===== src/rtl/counter_bus_pkg.sv =====
// Shared types and constants for the counter bus scheduler.
package counter_bus_pkg;

    localparam int DEF_WIDTH = 8;

    // Scheduler slot phases: pick a winner, drive the counter, bus turnaround.
    typedef enum logic [1:0] {
        IDLE  = 2'd0,
        DRIVE = 2'd1,
        TURN  = 2'd2
    } state_e;

    // Operation requested by the granted requester.
    typedef enum logic {
        OP_READ = 1'b0,
        OP_LOAD = 1'b1
    } op_e;

endpackage


===== src/rtl/rr_arbiter.sv =====
// Combinational rotating-priority arbiter: the requester at index ptr has the
// highest priority, then ptr+1, ... wrapping around modulo N.
module rr_arbiter #(
    parameter int N     = 4,
    parameter int IDX_W = (N > 1) ? $clog2(N) : 1
) (
    input  logic [N-1:0]     req,
    input  logic [IDX_W-1:0] ptr,
    output logic [N-1:0]     gnt,
    output logic [IDX_W-1:0] gnt_idx
);

    // Scan from lowest to highest priority so the last hit is the winner.
    always_comb begin
        int cand;
        // NOTE: every output gets a default before the loop, so no latch is inferred.
        gnt     = '0;
        gnt_idx = '0;
        for (int i = N - 1; i >= 0; i--) begin
            cand = int'(ptr) + i;
            if (cand >= N) begin
                cand = cand - N;
            end
            if (req[IDX_W'(cand)]) begin
                gnt                 = '0;
                gnt[IDX_W'(cand)]   = 1'b1;
                gnt_idx             = IDX_W'(cand);
            end
        end
    end

endmodule


===== src/rtl/counter_bus_sched.sv =====
// Time-shares one count bus and one parallel-load bus between NUM_CNT counters.
// Each slot is IDLE (arbitrate) -> DRIVE (oe or load strobe) -> TURN (no oe,
// response pulse), which guarantees a zero-oe cycle between different counters.
module counter_bus_sched
    import counter_bus_pkg::*;
#(
    parameter int NUM_CNT = 4,
    parameter int WIDTH   = DEF_WIDTH,
    parameter int SETTLE  = 1
) (
    input  logic                     clk,
    input  logic                     reset,
    input  logic [NUM_CNT-1:0]       req,
    input  logic [NUM_CNT-1:0]       req_we,
    input  logic [NUM_CNT*WIDTH-1:0] req_wdata,
    output logic [NUM_CNT-1:0]       req_ack,
    output logic [NUM_CNT-1:0]       rsp_valid,
    output logic [WIDTH-1:0]         rsp_data,
    output logic [NUM_CNT-1:0]       cnt_oe,
    output logic [NUM_CNT-1:0]       cnt_load,
    output logic [WIDTH-1:0]         cnt_d,
    input  logic [WIDTH-1:0]         cnt_bus
);

    localparam int                IDX_W       = $clog2(NUM_CNT);
    localparam logic [1:0]        SETTLE_LAST = 2'(SETTLE);
    localparam logic [IDX_W-1:0]  LAST_IDX    = IDX_W'(NUM_CNT - 1);

    state_e               state_q,     state_d;
    op_e                  op_q,        op_d;
    logic [NUM_CNT-1:0]   win_oh_q,    win_oh_d;
    logic [IDX_W-1:0]     win_idx_q,   win_idx_d;
    logic [WIDTH-1:0]     wdata_q,     wdata_d;
    logic [1:0]           settle_q,    settle_d;
    logic [IDX_W-1:0]     last_q,      last_d;
    logic [NUM_CNT-1:0]   req_ack_q,   req_ack_d;
    logic [NUM_CNT-1:0]   rsp_valid_q, rsp_valid_d;
    logic [WIDTH-1:0]     rsp_data_q,  rsp_data_d;
    logic [NUM_CNT-1:0]   cnt_oe_q,    cnt_oe_d;
    logic [NUM_CNT-1:0]   cnt_load_q,  cnt_load_d;
    logic [WIDTH-1:0]     cnt_d_q,     cnt_d_d;

    logic [IDX_W-1:0]     rr_ptr;
    logic [NUM_CNT-1:0]   gnt;
    logic [IDX_W-1:0]     gnt_idx;
    logic [WIDTH-1:0]     sel_wdata;
    logic                 sel_we;

    // Search starts one past the last winner; reset leaves requester 0 on top.
    assign rr_ptr = (last_q == LAST_IDX) ? '0 : last_q + 1'b1;

    rr_arbiter #(
        .N     (NUM_CNT),
        .IDX_W (IDX_W)
    ) u_arb (
        .req     (req),
        .ptr     (rr_ptr),
        .gnt     (gnt),
        .gnt_idx (gnt_idx)
    );

    // Select the winner's op and load data using the one-hot grant.
    always_comb begin
        sel_wdata = '0;
        sel_we    = 1'b0;
        for (int k = 0; k < NUM_CNT; k++) begin
            if (gnt[k]) begin
                sel_wdata = req_wdata[k*WIDTH +: WIDTH];
                sel_we    = req_we[k];
            end
        end
    end

    // Next-state and next-output logic; every output is registered.
    always_comb begin
        state_d     = state_q;
        op_d        = op_q;
        win_oh_d    = win_oh_q;
        win_idx_d   = win_idx_q;
        wdata_d     = wdata_q;
        settle_d    = settle_q;
        last_d      = last_q;
        rsp_data_d  = rsp_data_q;
        cnt_d_d     = cnt_d_q;
        req_ack_d   = '0;
        rsp_valid_d = '0;
        cnt_oe_d    = '0;
        cnt_load_d  = '0;
        case (state_q)
            IDLE: begin
                if (|req) begin
                    state_d   = DRIVE;
                    op_d      = sel_we ? OP_LOAD : OP_READ;
                    win_oh_d  = gnt;
                    win_idx_d = gnt_idx;
                    wdata_d   = sel_wdata;
                    settle_d  = '0;
                    req_ack_d = gnt;
                    if (sel_we) begin
                        cnt_load_d = gnt;
                        cnt_d_d    = sel_wdata;
                    end else begin
                        cnt_oe_d = gnt;
                    end
                end
            end
            DRIVE: begin
                if (op_q == OP_LOAD) begin
                    rsp_valid_d = win_oh_q;
                    rsp_data_d  = wdata_q;
                    state_d     = TURN;
                end else if (settle_q == SETTLE_LAST) begin
                    // Last oe cycle: the bus is captured on this edge.
                    rsp_valid_d = win_oh_q;
                    rsp_data_d  = cnt_bus;
                    state_d     = TURN;
                end else begin
                    settle_d = settle_q + 2'd1;
                    cnt_oe_d = win_oh_q;
                end
            end
            TURN: begin
                last_d  = win_idx_q;
                state_d = IDLE;
            end
            default: state_d = IDLE;
        endcase
    end

    // State and output registers; reset drops oe/load immediately.
    always_ff @(posedge clk or posedge reset) begin
        if (reset) begin
            state_q     <= IDLE;
            op_q        <= OP_READ;
            win_oh_q    <= '0;
            win_idx_q   <= '0;
            wdata_q     <= '0;
            settle_q    <= '0;
            last_q      <= LAST_IDX;
            req_ack_q   <= '0;
            rsp_valid_q <= '0;
            rsp_data_q  <= '0;
            cnt_oe_q    <= '0;
            cnt_load_q  <= '0;
            cnt_d_q     <= '0;
        end else begin
            // NOTE: non-blocking assignments so every register samples pre-edge values.
            state_q     <= state_d;
            op_q        <= op_d;
            win_oh_q    <= win_oh_d;
            win_idx_q   <= win_idx_d;
            wdata_q     <= wdata_d;
            settle_q    <= settle_d;
            last_q      <= last_d;
            req_ack_q   <= req_ack_d;
            rsp_valid_q <= rsp_valid_d;
            rsp_data_q  <= rsp_data_d;
            cnt_oe_q    <= cnt_oe_d;
            cnt_load_q  <= cnt_load_d;
            cnt_d_q     <= cnt_d_d;
        end
    end

    assign req_ack   = req_ack_q;
    assign rsp_valid = rsp_valid_q;
    assign rsp_data  = rsp_data_q;
    assign cnt_oe    = cnt_oe_q;
    assign cnt_load  = cnt_load_q;
    assign cnt_d     = cnt_d_q;

endmodule


===== config.mk =====
export PLATFORM = sky130hd
export DESIGN_NAME = counter_bus_sched
export DESIGN_NICKNAME = d
export VERILOG_FILES = /design/src/rtl/counter_bus_pkg.sv /design/src/rtl/rr_arbiter.sv /design/src/rtl/counter_bus_sched.sv
export SDC_FILE = /design/constraint.sdc
export NUM_CORES = 1
export LEC_CHECK = 0
export CORE_MARGIN = 2
export CORE_UTILIZATION = 52
export DETAILED_ROUTE_END_ITERATION = 10
export PLACE_DENSITY = 0.89
export SETUP_SLACK_MARGIN = 0.15
export SYNTH_ARGS = -nofsm -noshare
export SYNTH_HDL_FRONTEND = slang
export SYNTH_SLANG_ARGS = --single-unit
export TNS_END_PERCENT = 50

===== constraint.sdc =====
create_clock -name clk -period 8.3 [get_ports clk]
set_clock_uncertainty 0.2 [all_clocks]
set_input_delay 2.49 -clock clk [delete_from_list [all_inputs] [get_ports clk]]
set_output_delay 2.49 -clock clk [all_outputs]
set_load 0.005 [all_outputs]

==> impl_metrics.json <==
{
  "ff2ff_path_depth": 9,
  "required_ps": 8330,
  "p_leak_nw": 1.670,
  "crit_family": "compound AO/OA/AOI/OAI gates",
  "final.period_utilization": 0.6997,
  "post_cts_buffers": 0,
  "hpwl_mm": 5.389,
  "timing.rr.start": "last_q[0]",
  "syn_avg_cell_area_um2": 10.31,
  "final_nets": 419,
  "syn_nets": 346,
  "cts_buffers": 5,
  "critPathKind": "input pin to flip-flop",
  "layout_common_cells": "clkdlybuf4s50_1 (81), dfrtp_1 (51), nor2_1 (21), a21oi_1 (21), nand2_1 (19)",
  "path_cells": "clkdlybuf4s50_1 -> mux4_2 -> a221o_1 -> a31o_1 -> o211a_1 -> mux2i_1 -> o21ai_1 -> mux2i_1",
  "relSlewSlack": 0.1949,
  "area_delta_synth_final_pct": 31.80,
  "coreArea_um2": 5507,
  "hold_violations": 0,
  "synth-seq-cells": 53,
  "track_usage": 0.2337,
  "grt_max_degree": 54,
  "drt-initial-drc-count": 190,
  "ctsResizeCount": 0,
  "cp_data_arrival_time_ps": 5840,
  "drive_gt1_frac": 0.09695,
  "clk_pin_slew_ps": 90,
  "cts_tree": "built",
  "cts_hold_buf": 0,
  "grt_pass1_wl_mm": 11.45,
  "route.vias.total": 2487,
  "synth_top_cell_by_area": "dfrtp_1",
  "syn_area_um2": 2959,
  "fp.dieW_um": 79.44,
  "yosys_warnings": 0,
  "first_global_vias": 2321,
  "drtAntennaViolNets": 0,
  "ios": 82,
  "status": "finished clean",
  "clockBufferDepth": 2,
  "critical_path.most_common_cell": "mux2i_1",
  "gp_congestion": 0.8396,
  "crit_end": "cnt_d[6]",
  "startpoint": "req[2]",
  "synth_top_area_frac": 0.4313,
  "cts.sinks": 53,
  "critPathSlowestCell": "o21ai_1",
  "die_area_um2": 6310,
  "port_buffers": 81,
  "start_kind": "input pin",
  "insertedDiodeCount": 0,
  "root_buffer": "clkbuf_8",
  "setup_tns_ps": 0,
  "finalMaxSlewViolations": 0,
  "antenna_found_initial": 0,
  "ctsHtreeMaxLevel": 2,
  "maxCapViolations": 0,
  "slowest_delay_ps": 890,
  "min_period_ps": 5808,
  "start_util": 0.5374,
  "synth_cell_type_count": 49,
  "yosysSeqAreaShare": 0.4490,
  "grt.overflow.total": 0,
  "max_freq_mhz": 172.2,
  "power_mw": 1.625,
  "drt_first_pass_iters": 5,
  "fp-row-count": 27,
  "fin_util": 0.7082,
  "die_y_um": 79.44,
  "worstSkewPairLatency_ps": 310,
  "endpoint_kind": "flip-flop",
  "r2r-end": "cnt_d[6]",
  "ys_top_cells_by_area": "dfrtp_1 (43%), mux2i_1 (6.1%), mux2_2 (4.2%), ha_1 (3.8%), a21oi_1 (3.6%)",
  "rsz0062_at_grt": "no",
  "synthArstFlopShare": 1.000,
  "netlist_instances": 287,
  "vias_per_cell": 5.744,
  "synth_ff_type": "dfrtp_1",
  "routedWlPerCell_um": 16.21,
  "r2r_setup_slack_ps": 3560,
  "drc_errors": 0,
  "path_buf_inv": 1,
  "tightest_slew_ps": 1203,
  "dp_slack_ps": 2159,
  "vdd_ir_drop_max_v": 0.0002720,
  "layout_commonest_cell": "clkdlybuf4s50_1",
  "setup_slack_ps": 2492,
  "cp.depth": 8,
  "routed_wl_mm": 7.018,
  "synth_edf_count": 0,
  "powerDensity_nw_per_um2": 416.6,
  "cp_max_fo": 12,
  "setup_viol": 0,
  "hold_class": "flip-flop to flip-flop"
}
## through the flow
step	area (um^2)	hold WS (ps)	cells
floorplan	2959	246.0	287
global placement	3785	257.9	425
detailed placement	3785	266.7	425
CTS	3900	288.6	433
global route	3900	315.1	433
finish	3900	280.5	433
## state kept, by name, summed over array words and instances, names as in the netlist
signal	flops
cnt_d	8
rsp_data	8
wdata_q	8
cnt_load	4
cnt_oe	4
req_ack	4
rsp_valid	4
win_oh_q	4
last_q	2
settle_q	2
state_q	2
win_idx_q	2
op_q	1
## cells by family after synthesis
group | count (synthesis) | share of synthesized area
AO/OA/AOI/OAI | 86 | 0.2042
adder cells (fa/ha/maj) | 9 | 0.03806
buffers and inverters | 29 | 0.04313
flip-flops | 53 | 0.4490
multiplexers | 38 | 0.1505
AND/OR/NAND/NOR | 72 | 0.1150
## report_power, final
part / internal, mW / leakage, nW / total [mW] / switching (mW)
clock network: 0.0903 / 0.0543 / 0.176 / 0.0858
logic: 0.477 / 0.945 / 1.00 / 0.524
registers: 0.369 / 0.670 / 0.448 / 0.0787
## how the worst min path moves through the flow
stage	cells after the start	startpoint	slack [ps]	to
after CTS	2	win_idx_q[0]	290	win_idx_q[0]
after detailed placement	2	win_idx_q[0]	270	win_idx_q[0]
final	2	win_idx_q[0]	280	win_idx_q[0]
after global routing	2	win_idx_q[0]	320	win_idx_q[0]
after global placement	2	win_idx_q[0]	260	win_idx_q[0]
after floorplan	2	win_idx_q[0]	250	win_idx_q[0]
## worst min-delay path, delay by kind of cell, from the launching register on
kind               cells  cell delay (ps)
DFF                    1              350
and+or+nand+nor        1               40
AOI/OAI and AO/OA      1               60
## per-layer routing
metal,routed length (um),up-vias,part of all wire,global-route usage
li1,-,1207,-,-
met1,3059,1163,0.44,0.3179
met2,3418,103,0.49,0.3782
met3,416,14,0.059,0.04638
met4,124,0,0.018,0.07241
met5,0,-,0,0
## layout make-up
cell class	count	area [um^2]
Fill cell	401	1607
Multi-Input combinational cell	205	1503
Sequential cell	53	1329
Timing Repair Buffer	81	810.8
Tap cell	72	90.09
Clock buffer	5	68.82
Inverter	14	52.55
Clock inverter	3	46.29
## Yosys cell counts, types with 3 or more instances
library cell  count
mux2_4            7
a21oi_1          21
a222oi_1          8
mux2i_1          18
or3_1             3
mux2_2           11
buf_2             3
nand3_1           7
o21ai_0          17
nor2b_1           3
o21ai_1           8
and2_1            7
a32o_1            3
inv_1            14
a21o_1            7
nand2_1          19
dfrtp_1          51
ha_1              9
clkbuf_1          8
nor3_1            4
nor2_1           21
Note: power is estimated with default switching activity, not from simulation.
